File: src/rtl/bcd_scan_counter.sv
// Multi-digit BCD up/down event counter with a time-multiplexed digit scanner for a 7-segment encoder.
// Optional leading-zero blanking on the data output: define BCD_SCAN_BLANK_LZ_EN.
module bcd_scan_counter #(
    parameter int DIGITS   = 4,
    parameter int SCAN_DIV = 1000
) (
    input  logic                  clk,
    input  logic                  rst_n,
    input  logic                  clear,
    input  logic                  inc,
    input  logic                  dec,
    output logic [4*DIGITS-1:0]   count_bcd,
    output logic [3:0]            data,
    output logic [DIGITS-1:0]     digit_sel,
    output logic                  wrap_up,
    output logic                  wrap_dn
);
    localparam int PW = (SCAN_DIV > 1) ? $clog2(SCAN_DIV) : 1;
    localparam int IW = (DIGITS > 1) ? $clog2(DIGITS) : 1;
    localparam logic [PW-1:0] PRE_LAST = PW'(SCAN_DIV - 1);
    localparam logic [IW-1:0] IDX_LAST = IW'(DIGITS - 1);

    logic [4*DIGITS-1:0] r_count;
    logic [4*DIGITS-1:0] w_inc;
    logic [4*DIGITS-1:0] w_dec;
    logic [DIGITS:0]     w_cy;
    logic [DIGITS:0]     w_bw;
    logic [3:0]          w_d;
    logic [PW-1:0]       r_pre;
    logic [IW-1:0]       r_idx;
    logic                r_wrap_up;
    logic                r_wrap_dn;
    logic [3:0]          w_data;

    // Ripple carry/borrow per digit; the final carry/borrow flags the all-9s/all-0s wrap.
    always_comb begin
        w_inc   = r_count;
        w_dec   = r_count;
        w_cy    = '0;
        w_bw    = '0;
        w_d     = 4'd0;
        w_cy[0] = 1'b1;
        w_bw[0] = 1'b1;
        for (int i = 0; i < DIGITS; i++) begin
            w_d = r_count[4*i +: 4];
            if (w_cy[i])
                w_inc[4*i +: 4] = (w_d == 4'd9) ? 4'd0 : w_d + 4'd1;
            if (w_bw[i])
                w_dec[4*i +: 4] = (w_d == 4'd0) ? 4'd9 : w_d - 4'd1;
            w_cy[i+1] = w_cy[i] && (w_d == 4'd9);
            w_bw[i+1] = w_bw[i] && (w_d == 4'd0);
        end
    end

    always_ff @(posedge clk or negedge rst_n) begin
        if (!rst_n) begin
            r_count   <= '0;
            r_wrap_up <= 1'b0;
            r_wrap_dn <= 1'b0;
        end else begin
            r_wrap_up <= 1'b0;
            r_wrap_dn <= 1'b0;
            if (clear) begin
                r_count <= '0;
            end else if (inc && !dec) begin
                r_count   <= w_inc;
                r_wrap_up <= w_cy[DIGITS];
            end else if (dec && !inc) begin
                r_count   <= w_dec;
                r_wrap_dn <= w_bw[DIGITS];
            end
        end
    end

    always_ff @(posedge clk or negedge rst_n) begin
        if (!rst_n) begin
            r_pre <= '0;
            r_idx <= '0;
        end else if (r_pre == PRE_LAST) begin
            r_pre <= '0;
            r_idx <= (r_idx == IDX_LAST) ? '0 : r_idx + 1'b1;
        end else begin
            r_pre <= r_pre + 1'b1;
        end
    end

`ifdef BCD_SCAN_BLANK_LZ_EN
    logic [DIGITS:0] w_hz;

    // w_hz[i]: digit i and every digit above it are zero.
    always_comb begin
        w_hz         = '0;
        w_hz[DIGITS] = 1'b1;
        for (int i = DIGITS - 1; i >= 0; i--)
            w_hz[i] = w_hz[i+1] && (r_count[4*i +: 4] == 4'd0);
    end

    always_comb begin
        w_data = 4'd0;
        for (int i = 0; i < DIGITS; i++)
            if (r_idx == IW'(i))
                w_data = (i > 0 && w_hz[i]) ? 4'hF : r_count[4*i +: 4];
    end
`else
    always_comb begin
        w_data = 4'd0;
        for (int i = 0; i < DIGITS; i++)
            if (r_idx == IW'(i))
                w_data = r_count[4*i +: 4];
    end
`endif

    always_comb begin
        digit_sel = '0;
        for (int i = 0; i < DIGITS; i++)
            digit_sel[i] = (r_idx == IW'(i));
    end

    assign count_bcd = r_count;
    assign data      = w_data;
    assign wrap_up   = r_wrap_up;
    assign wrap_dn   = r_wrap_dn;
endmodule

File: config.mk
export PLATFORM = sky130hd
export DESIGN_NAME = bcd_scan_counter
export DESIGN_NICKNAME = d
export VERILOG_FILES = /design/src/rtl/bcd_scan_counter.sv
export SDC_FILE = /design/constraint.sdc
export NUM_CORES = 1
export LEC_CHECK = 0
export CAP_MARGIN = 20
export CORE_MARGIN = 1
export CORE_UTILIZATION = 60
export CTS_CLUSTER_SIZE = 10
export DETAILED_ROUTE_END_ITERATION = 6
export PLACE_DENSITY = 0.9
export SLEW_MARGIN = 10
export SYNTH_ARGS = -nofsm -noshare
export SYNTH_HDL_FRONTEND = slang
export SYNTH_SLANG_ARGS = --single-unit
File: constraint.sdc
create_clock -name clk -period 5.93 [get_ports clk]
set_input_delay 1.4825 -clock clk [delete_from_list [all_inputs] [get_ports clk]]
set_output_delay 1.4825 -clock clk [all_outputs]
set_load 0.005 [all_outputs]
==> impl_metrics.py, run 1 <==
metrics = {
    "clock_network": {
        "clk_latency_ps": 280,
        "post_cts_buffers": 0,
        "clk_pin_slew_ps": 70,
        "cts_resized": 0,
        "cts_hold_buf": 0,
        "cts_root_buf": "clkbuf_8",
        "htree_levels": 2,
        "cts_tree": "done",
        "cts_buffers": 5,
        "cts_buffer_depth": 2,
        "cts.sinks": 30,
    },
    "logic_synthesis": {
        "synth_nets": 300,
        "synthArstFlopShare_pct": 100,
        "synth_cell_types": 60,
        "netlist_area_sq_um": 2390,
        "yosys_warnings": 0,
        "synth_seq_area_share_pct": 31.3,
        "synth_edf_count": 0,
        "syn_inst": 277,
        "avgSynthCellArea_sq_um": 8.65,
        "synth-main-ff-cell": "dfrtp_1",
        "synth_seq_cells": 30,
    },
    "cells_and_area": {
        "drive_gt1_share_pct": 7.00,
        "final_core_util_pct": 74.1,
        "finalInstanceArea_sq_um": 2770,
        "syn_to_final_growth_pct": 15.8,
        "fin_nets": 323,
        "n_antenna_cell": 0,
    },
    "timing": {
        "period_needed_ps": 3620,
        "post-route-period-util_pct": 61.1,
        "hold_viol": 0,
        "setup-violations-final": 0,
        "slew_headroom_pct": 48.9,
        "final_max_slew_viol_count": 0,
        "tns_ps": 0,
        "rsz0062_at_grt": "no",
        "fmax_mhz": 276,
        "holdWs_ps": 486,
        "worstMarginPinSlew_ps": 764,
        "fin_skew_ps": 6.79,
    },
    "hold_path": {
        "hp-class": "flip-flop to flip-flop",
        "min_path_cells": 1,
        "hold_start": "r_pre[0]",
        "hold_end": "r_pre[0]",
    },
    "critical_path": {
        "worstSetupEndpointType": "output pin",
        "crit_path_start_kind": "flip-flop",
        "critPathKind": "flip-flop to output pin",
        "crit_chain": "ha_1 -> nand3b_1 -> a21oi_1 -> a21oi_1 -> o21ai_0 -> clkdlybuf4s50_1",
        "critPathArrivalTime_ps": 2140,
        "crit_slowest_cell": "clkdlybuf4s50_1",
        "path_max_fanout": 9,
        "path_buf_inv": 1,
        "worstReg2RegEnd": "count_bcd[9]",
        "cp_top_family": "buffers and inverters",
        "r2r_slack_ps": 3630,
        "cp.depth": 6,
        "r2r_start": "count_bcd[4]",
        "crit_top_cell": "a21oi_1",
        "r2r_cells": 6,
        "slowest_delay_ps": 540,
        "critPathRequiredTime_ps": 4450,
    },
    "power_and_ir_drop": {
        "ir_worst_vdd_mv": 0.177,
        "leakagePower_nw": 1.10,
        "p_sw_share_pct": 38.7,
        "p_sw_uw": 308,
        "p_per_area_nw_per_um2": 286,
        "p_int_uw": 487,
        "p_seq_share_pct": 38.6,
        "pwr-share-clk_pct": 19.7,
        "combPwrFrac_pct": 41.6,
    },
    "grt": {
        "grt.total_usage_pct": 29.8,
        "grt_overflow": 0,
        "grt_max_degree": 31,
        "antenna_found_initial": 0,
        "grt_pass1_wl_mm": 9.56,
        "first_global_vias": 2068,
    },
    "outcome": {
        "status": "complete, no violations",
    },
    "detailed_routing": {
        "drtIter0Drc": 189,
        "drc": 0,
        "vias": 2241,
        "viasPerCell": 6.44,
        "wl_mm": 5.72,
        "first_pass_iters": 5,
        "wl_per_cell_um": 16.4,
        "postRouteAntennaNets": 0,
    },
    "place": {
        "place_area_sq_um": 2700,
        "port_buffers": 30,
        "gp_congestion": 0.926,
        "hpwlAfterDp_mm": 3.98,
    },
    "floorplanning": {
        "die_area_sq_um": 4250,
        "start_util_pct": 64.0,
        "core_region_area_sq_um": 3740,
        "fp.dieH_um": 65.2,
        "ioPinCount": 31,
        "rows": 22,
        "die_x_um": 65.2,
    },
    "flow_run": {
        "max-cap-violations": 0,
    },
}
[metal layers]
metal	vias up	track usage, %	wire length, um
li1	1051	-	-
met1	1056	38.7	2480
met2	118	45.9	2640
met3	16	6.77	446
met4	0	16.3	159
met5	-	0	0
[flip-flops by register name (all words and copies together), names as in the netlist]
| name | count |
|---|---|
| count_bcd | 16 |
| r_idx | 2 |
| r_pre | 10 |
| wrap_dn | 1 |
| wrap_up | 1 |
[area by class of cell]
| class | count | area (sq um) |
|---|---|---|
| Clock inverter | 2 | 10.0 |
| Clock buffer | 5 | 68.8 |
| Timing Repair Buffer | 33 | 323 |
| Multi-Input combinational cell | 213 | 1500 |
| Tap cell | 48 | 60.1 |
| Sequential cell | 30 | 751 |
| Fill cell | 283 | 970 |
| Inverter | 17 | 63.8 |
[worst max-delay path by stage]
stage	from	end	slack [ps]
after CTS	r_idx[1]	data[2]	2290
after global routing	r_idx[1]	data[1]	2080
final	r_idx[0]	data[2]	2310
after global placement	clear	count_bcd[13]	2450
after detailed placement	clear	count_bcd[15]	2410
after floorplan	inc	count_bcd[12]	3140
[Yosys cell counts, types with 5 or more instances]
cell type   n  area (sq um)
o21ai_0    20           100
a31oi_1     5          31.3
nor2_1     14          52.6
dfrtp_1    30           751
inv_1      17          63.8
a21oi_1    19          95.1
nand3b_1   11          82.6
clkbuf_1    6          22.5
nand3_1     9          45.0
ha_1       18           225
nor3_1      6          30.0
nor2b_1     8          50.1
nand2_1    24          90.1
buf_2       9          45.0
nor3b_1     7          52.6
[cells by family after synthesis]
kind of cell,after synthesis,synth area share [%]
AOI/OAI and AO/OA,75,21.2
xor gates and xnor gates,6,2.19
adders and majority gates,18,9.40
buffers and inverters,34,6.11
DFF,30,31.3
muxes,7,3.76
and+or+nand+nor,107,26.0
[through the flow]
stage | std cells | setup WS, ps | power (mW)
after floorplan | 277 | 3140 | 0.516
after global placement | 341 | 2450 | 0.618
after detailed placement | 341 | 2410 | 0.632
after CTS | 348 | 2290 | 0.789
after global routing | 348 | 2080 | 0.851
final | 348 | 2310 | 0.795
[worst register-to-register path: cells and delay by family, from the launching register on]
kind / cells / cell delay, ps
mux: 1 / 390
simple gates: 3 / 820
buf+inv: 1 / 170
fa+ha+maj: 1 / 290
flops: 1 / 530
[power by group through the flow]
stage / Clock, mW / Combinational [mW] / Sequential (mW)
after floorplan: 0 / 0.245 / 0.271
after global placement: 0 / 0.312 / 0.306
after detailed placement: 0 / 0.324 / 0.308
after CTS: 0.159 / 0.326 / 0.304
after global routing: 0.170 / 0.367 / 0.314
final: 0.157 / 0.331 / 0.307
[cells in the final DEF (no fill, tap or decap), drive strengths merged, types with 4 or more instances in the layout]
| cell | instances |
|---|---|
| nor3b | 7 |
| clkbuf | 5 |
| nand2b | 4 |
| nor4 | 5 |
| a31oi | 5 |
| nand3b | 11 |
| mux2 | 6 |
| nor2 | 14 |
| dfrtp | 30 |
| a21oi | 19 |
| ha | 18 |
| nor3 | 6 |
| o21ai | 21 |
| xnor2 | 4 |
| nor2b | 8 |
| inv | 17 |
| nand3 | 9 |
| clkdlybuf4s50 | 30 |
| nand2 | 24 |
Note: power is estimated with default switching activity, not from simulation.
==> run 2, diff against run 1 <==
- CORE_UTILIZATION: 60 -> 50
- PLACE_DENSITY: 0.9 -> 0.8
- clock period: 5.93 -> 3.3 ns (I/O delays scaled with it)
==> run 2 against run 1 <==
  * The run now ends with DRC left
  * Core utilization decreased by 12 points
  * Sequential share of layout area shrank 0.19 points
  * Highest routed layer unchanged
  * Cell area is 0.72% higher
  * Count of clock-buffer cells in the layout unchanged
  * First-iteration DRC count is 7.9% lower
  * Power is 79% higher
  * Combinational power grew 77%
  * Largest cell class unchanged
  * Critical path type unchanged
  * Clock power up 82%
==> impl_metrics.py, run 2 (same netlist as run 1, synthesis figures left out) <==
metrics = {
    "place": {
        "hpwlAfterDp_mm": 4.07,
        "port_buffers": 30,
        "dp_slack_ps": 496,
        "gp_congestion": 0.921,
    },
    "detailed_routing": {
        "viasPerCell": 6.17,
        "wl_per_cell_um": 15.9,
        "first_pass_iters": 7,
        "drtIter0Drc": 174,
        "wl_mm": 5.63,
        "vias": 2183,
        "postRouteAntennaNets": 0,
        "drc": 3,
    },
    "grt": {
        "grt_overflow": 0,
        "grt.total_usage_pct": 24.1,
        "first_global_vias": 1924,
        "grt_max_degree": 31,
        "grt_pass1_wl_mm": 9.45,
        "antenna_found_initial": 0,
    },
    "clock_network": {
        "post_cts_buffers": 0,
        "cts_buffers": 5,
        "cts_root_buf": "clkbuf_8",
        "cts_buffer_depth": 2,
        "cts_resized": 0,
        "htree_levels": 2,
        "clk_pin_slew_ps": 70,
        "cts_tree": "done",
        "cts_hold_buf": 0,
        "clk_latency_ps": 290,
        "cts.sinks": 30,
    },
    "critical_path": {
        "crit_path_start_kind": "flip-flop",
        "critPathKind": "flip-flop to output pin",
        "critPathRequiredTime_ps": 2470,
        "path_max_fanout": 9,
        "critPathArrivalTime_ps": 2180,
        "worstSetupEndpointType": "output pin",
    },
    "timing": {
        "post-route-period-util_pct": 91.2,
        "worstMarginPinSlew_ps": 454,
        "period_needed_ps": 3010,
        "rsz0062_at_grt": "no",
        "fin_skew_ps": 4.38,
        "worst_slack_ps": 291,
        "setup-violations-final": 0,
        "tns_ps": 0,
        "fmax_mhz": 332,
        "hold_viol": 0,
        "final_max_slew_viol_count": 0,
        "slew_headroom_pct": 69.6,
    },
    "cells_and_area": {
        "drive_gt1_share_pct": 7.62,
        "fin_nets": 325,
        "syn_to_final_growth_pct": 16.7,
        "largest_reg_flops": 16,
        "layout_common_cells": "dfrtp_1 (30), clkdlybuf4s50_1 (30), nand2_1 (24), o21ai_0 (20), a21oi_1 (19)",
        "n_antenna_cell": 0,
    },
    "power_and_ir_drop": {
        "leakagePower_nw": 1.11,
        "p_per_area_nw_per_um2": 509,
        "power_mw": 1.42,
        "ir_worst_vdd_mv": 0.194,
    },
    "outcome": {
        "violations": "DRC",
        "status": "complete, but fails checks",
    },
    "flow_run": {
        "max-cap-violations": 0,
    },
    "floorplanning": {
        "fp.dieH_um": 71.2,
        "die_x_um": 71.2,
        "start_util_pct": 53.5,
        "core_region_area_sq_um": 4470,
        "die_area_sq_um": 5070,
        "ioPinCount": 31,
        "rows": 24,
    },
    "hold_path": {
        "hp-class": "flip-flop to flip-flop",
    },
}
run 2: cell types whose count changed in the layout (fill, tap and decap cells not counted):
cell	previous run	this run
buf_4	3	5
run 2: final timing paths:
kind / slack, ps / depth (start not counted) / start / endpoint
hold reg to reg: 480 / 1 / r_pre[0] / r_pre[0]
min in group asynchronous: 930 / 2 / rst_n / count_bcd[6]
max in group asynchronous: 2090 / 2 / rst_n / r_idx[0]
hold / removal: 480 / 1 / r_pre[0] / r_pre[0]
setup reg to reg: 1130 / 6 / count_bcd[0] / count_bcd[9]
setup / recovery: 290 / 7 / r_idx[1] / data[3]
run 2: power by group:
group	total, mW	switching [mW]	leakage, nW	internal (mW)
sequential	0.549	0.131	0.392	0.418
clock	0.286	0.144	0.0438	0.141
combinational	0.586	0.270	0.675	0.316
run 2: per-stage QoR:
step | utilization (%) | area [sq um] | hold WS [ps] | std cells
CTS | 62.4 | 2790 | 490 | 354
global placement | 60.7 | 2720 | 474 | 347
detailed placement | 60.7 | 2720 | 481 | 347
floorplan | - | 2390 | 455 | 277
finish | 62.4 | 2790 | 484 | 354
global route | 62.4 | 2790 | 504 | 354
run 2: metal layers:
layer	GRT usage (%)	wire length, um	up-vias	part of all wire, %
li1	-	-	1061	-
met1	33.7	2600	1037	46
met2	36.6	2590	76	46
met3	5.70	344	9	6.1
met4	8.22	95	0	1.7
met5	0	0	-	0
run 2: layout make-up:
cell class,count,area (sq um)
Sequential cell,30,751
Clock buffer,5,68.8
Fill cell,407,1680
Timing Repair Buffer,35,338
Tap cell,52,65.1
Inverter,17,63.8
Multi-Input combinational cell,213,1500
Clock inverter,2,10.0
run 2: critical path, stage by stage (launching register included):
cell             delay [ps]
dfrtp_1                 370
inv_1                    80
ha_1                    280
nand3b_1                190
a21oi_1                 180
a21oi_1                  80
o21ai_0                 190
clkdlybuf4s50_1         530
==> run 3, diff against run 2 <==
- ABC_AREA: unset -> 1
- CORE_UTILIZATION: 50 -> 55
- PLACE_DENSITY: 0.8 -> 0.84
- clock period: 3.3 -> 3.2 ns (I/O delays scaled with it)
==> run 3 against run 2 <==
  * The flow now finishes without violations
  * Highest routed layer unchanged
  * Combinational power increased by 10%
  * Core utilization increased by 7.0 points
  * Flip-flop and latch count unchanged
  * Sequential share of layout area increased by 0.16 points
  * Power increased by 17%
  * Cell area decreased by 0.58%
  * Wire length increased by 4.6%
  * First-iteration DRC count decreased by 6.9%
  * Die area decreased by 13%
  * Clock power increased by 69%
==> impl_metrics.py, run 3 <==
metrics = {
    "outcome": {
        "status": "complete, no violations",
    },
    "clock_network": {
        "clk_latency_ps": 290,
        "cts_hold_buf": 0,
        "cts.sinks": 30,
        "cts_buffers": 5,
        "cts_tree": "done",
        "clk_pin_slew_ps": 60,
        "cts_buffer_depth": 2,
        "cts_root_buf": "clkbuf_8",
        "cts_resized": 0,
        "htree_levels": 2,
        "post_cts_buffers": 0,
    },
    "place": {
        "gp_congestion": 0.917,
        "hpwlAfterDp_mm": 4.20,
        "place_area_sq_um": 2640,
        "dp_slack_ps": 703,
        "port_buffers": 30,
        "dp.cells": 405,
    },
    "cells_and_area": {
        "n_antenna_cell": 0,
        "final_core_util_pct": 69.4,
        "final_common_cell": "nand2_1",
        "multi_input_area_sq_um": 1370,
        "fillCellCount": 334,
        "fin_cells": 413,
        "regArea_sq_um": 751,
        "fin_nets": 385,
        "syn_to_final_growth_pct": 21.1,
        "largest_reg_flops": 16,
        "layout_common_cells": "nand2_1 (83), nand3_1 (37), nor2_1 (33), dfrtp_1 (30), clkdlybuf4s50_1 (30)",
        "drive_gt1_share_pct": 9.09,
        "finalInstanceArea_sq_um": 2780,
    },
    "power_and_ir_drop": {
        "ir_worst_vdd_mv": 0.376,
        "power_mw": 1.67,
        "p_per_area_nw_per_um2": 600,
        "leakagePower_nw": 1.32,
    },
    "logic_synthesis": {
        "syn_inst": 329,
        "synth_nets": 352,
        "yosys_warnings": 0,
        "avgSynthCellArea_sq_um": 6.97,
        "synthArstFlopShare_pct": 100,
        "synth_seq_area_share_pct": 32.7,
        "synth_top_area_share_pct": 32.7,
        "synth_common_cells": "nand2_1 (83), nand3_1 (37), nor2_1 (33)",
        "synth_edf_count": 0,
        "netlist_top_cells_area": "dfrtp_1 (33%), nand2_1 (14%), ha_1 (9.8%)",
        "synth_cell_types": 33,
        "synth-main-ff-cell": "dfrtp_1",
        "yosys.area.top_type": "dfrtp_1",
        "synth_seq_cells": 30,
        "netlist_area_sq_um": 2290,
        "synth_most_common_cell": "nand2_1",
    },
    "floorplanning": {
        "core_region_area_sq_um": 4000,
        "die_x_um": 66.6,
        "die_area_sq_um": 4430,
        "ioPinCount": 31,
        "rows": 23,
        "fp.dieH_um": 66.6,
        "start_util_pct": 57.3,
    },
    "timing": {
        "worst_slack_ps": 382,
        "period_needed_ps": 2820,
        "slew_headroom_pct": 74.9,
        "worstMarginPinSlew_ps": 376,
        "fin_skew_ps": 9.88,
        "holdWs_ps": 468,
        "fmax_mhz": 355,
        "post-route-period-util_pct": 88.1,
        "final_max_slew_viol_count": 0,
        "rsz0062_at_grt": "no",
        "setup-violations-final": 0,
        "tns_ps": 0,
        "hold_viol": 0,
    },
    "grt": {
        "antenna_found_initial": 0,
        "grt_max_degree": 31,
        "grt.total_usage_pct": 28.3,
        "grt_overflow": 0,
        "first_global_vias": 2141,
        "grt_pass1_wl_mm": 9.43,
    },
    "critical_path": {
        "critPathRequiredTime_ps": 2400,
        "critPathArrivalTime_ps": 2020,
        "crit_path_start_kind": "flip-flop",
        "critPathKind": "flip-flop to output pin",
        "worstSetupEndpointType": "output pin",
        "path_max_fanout": 8,
    },
    "detailed_routing": {
        "viasPerCell": 5.62,
        "drc": 0,
        "postRouteAntennaNets": 0,
        "drtIter0Drc": 162,
        "wl_mm": 5.89,
        "wl_per_cell_um": 14.3,
        "first_pass_iters": 4,
        "vias": 2323,
    },
    "flow_run": {
        "max-cap-violations": 0,
    },
    "hold_path": {
        "hp-class": "flip-flop to flip-flop",
    },
}
[run 3: cell families after synthesis]
group | share of synthesized area (%)
fa+ha+maj | 9.82
xor+xnor | 0.764
buf+inv | 7.47
compound gates | 14.7
simple gates | 34.5
flops | 32.7
[run 3: path summary, 6_finish.rpt]
path                              start       endpoint  slack [ps]  cells after the start
min reg2reg                    r_pre[0]       r_pre[0]         470                      1
min in group asynchronous         rst_n       r_pre[6]         900                      2
max reg2reg                count_bcd[0]  count_bcd[12]        1440                     10
min                            r_pre[0]       r_pre[0]         470                      1
max in group asynchronous         rst_n   count_bcd[8]        2020                      2
max                            r_idx[0]        data[3]         380                      7
[run 3: where the power goes]
group	total [mW]	internal (mW)	switching [mW]
Clock	0.484	0.332	0.152
Combinational	0.645	0.276	0.369
Sequential	0.538	0.428	0.110
[run 3: routing by layer]
metal	part of all wire (%)	vias to the layer above	track usage [%]	wire length (um)
met2	49	88	48.4	2860
met1	44	1065	33.7	2580
met5	0	-	0	0
met4	2.4	0	12.2	143
met3	5.3	17	6.16	312
li1	-	1153	-	-
[run 3: worst max-delay path, cell delays in order (launching register included)]
cell	delay (ps)
dfrtp_1	420
ha_1	240
inv_1	160
nand3_1	100
o21ai_0	80
nand2_1	70
a22oi_1	140
clkdlybuf4s50_1	520
[run 3: cell type report]
class | count | share of cell area (%)
clock buffers | 6 | 2.97
clock inverters | 2 | 2.16
inverters | 38 | 5.14
multi-input cells | 256 | 49.4
flip-flops and latches | 30 | 27.0
well taps | 50 | 2.25
repair buffers | 31 | 11.1
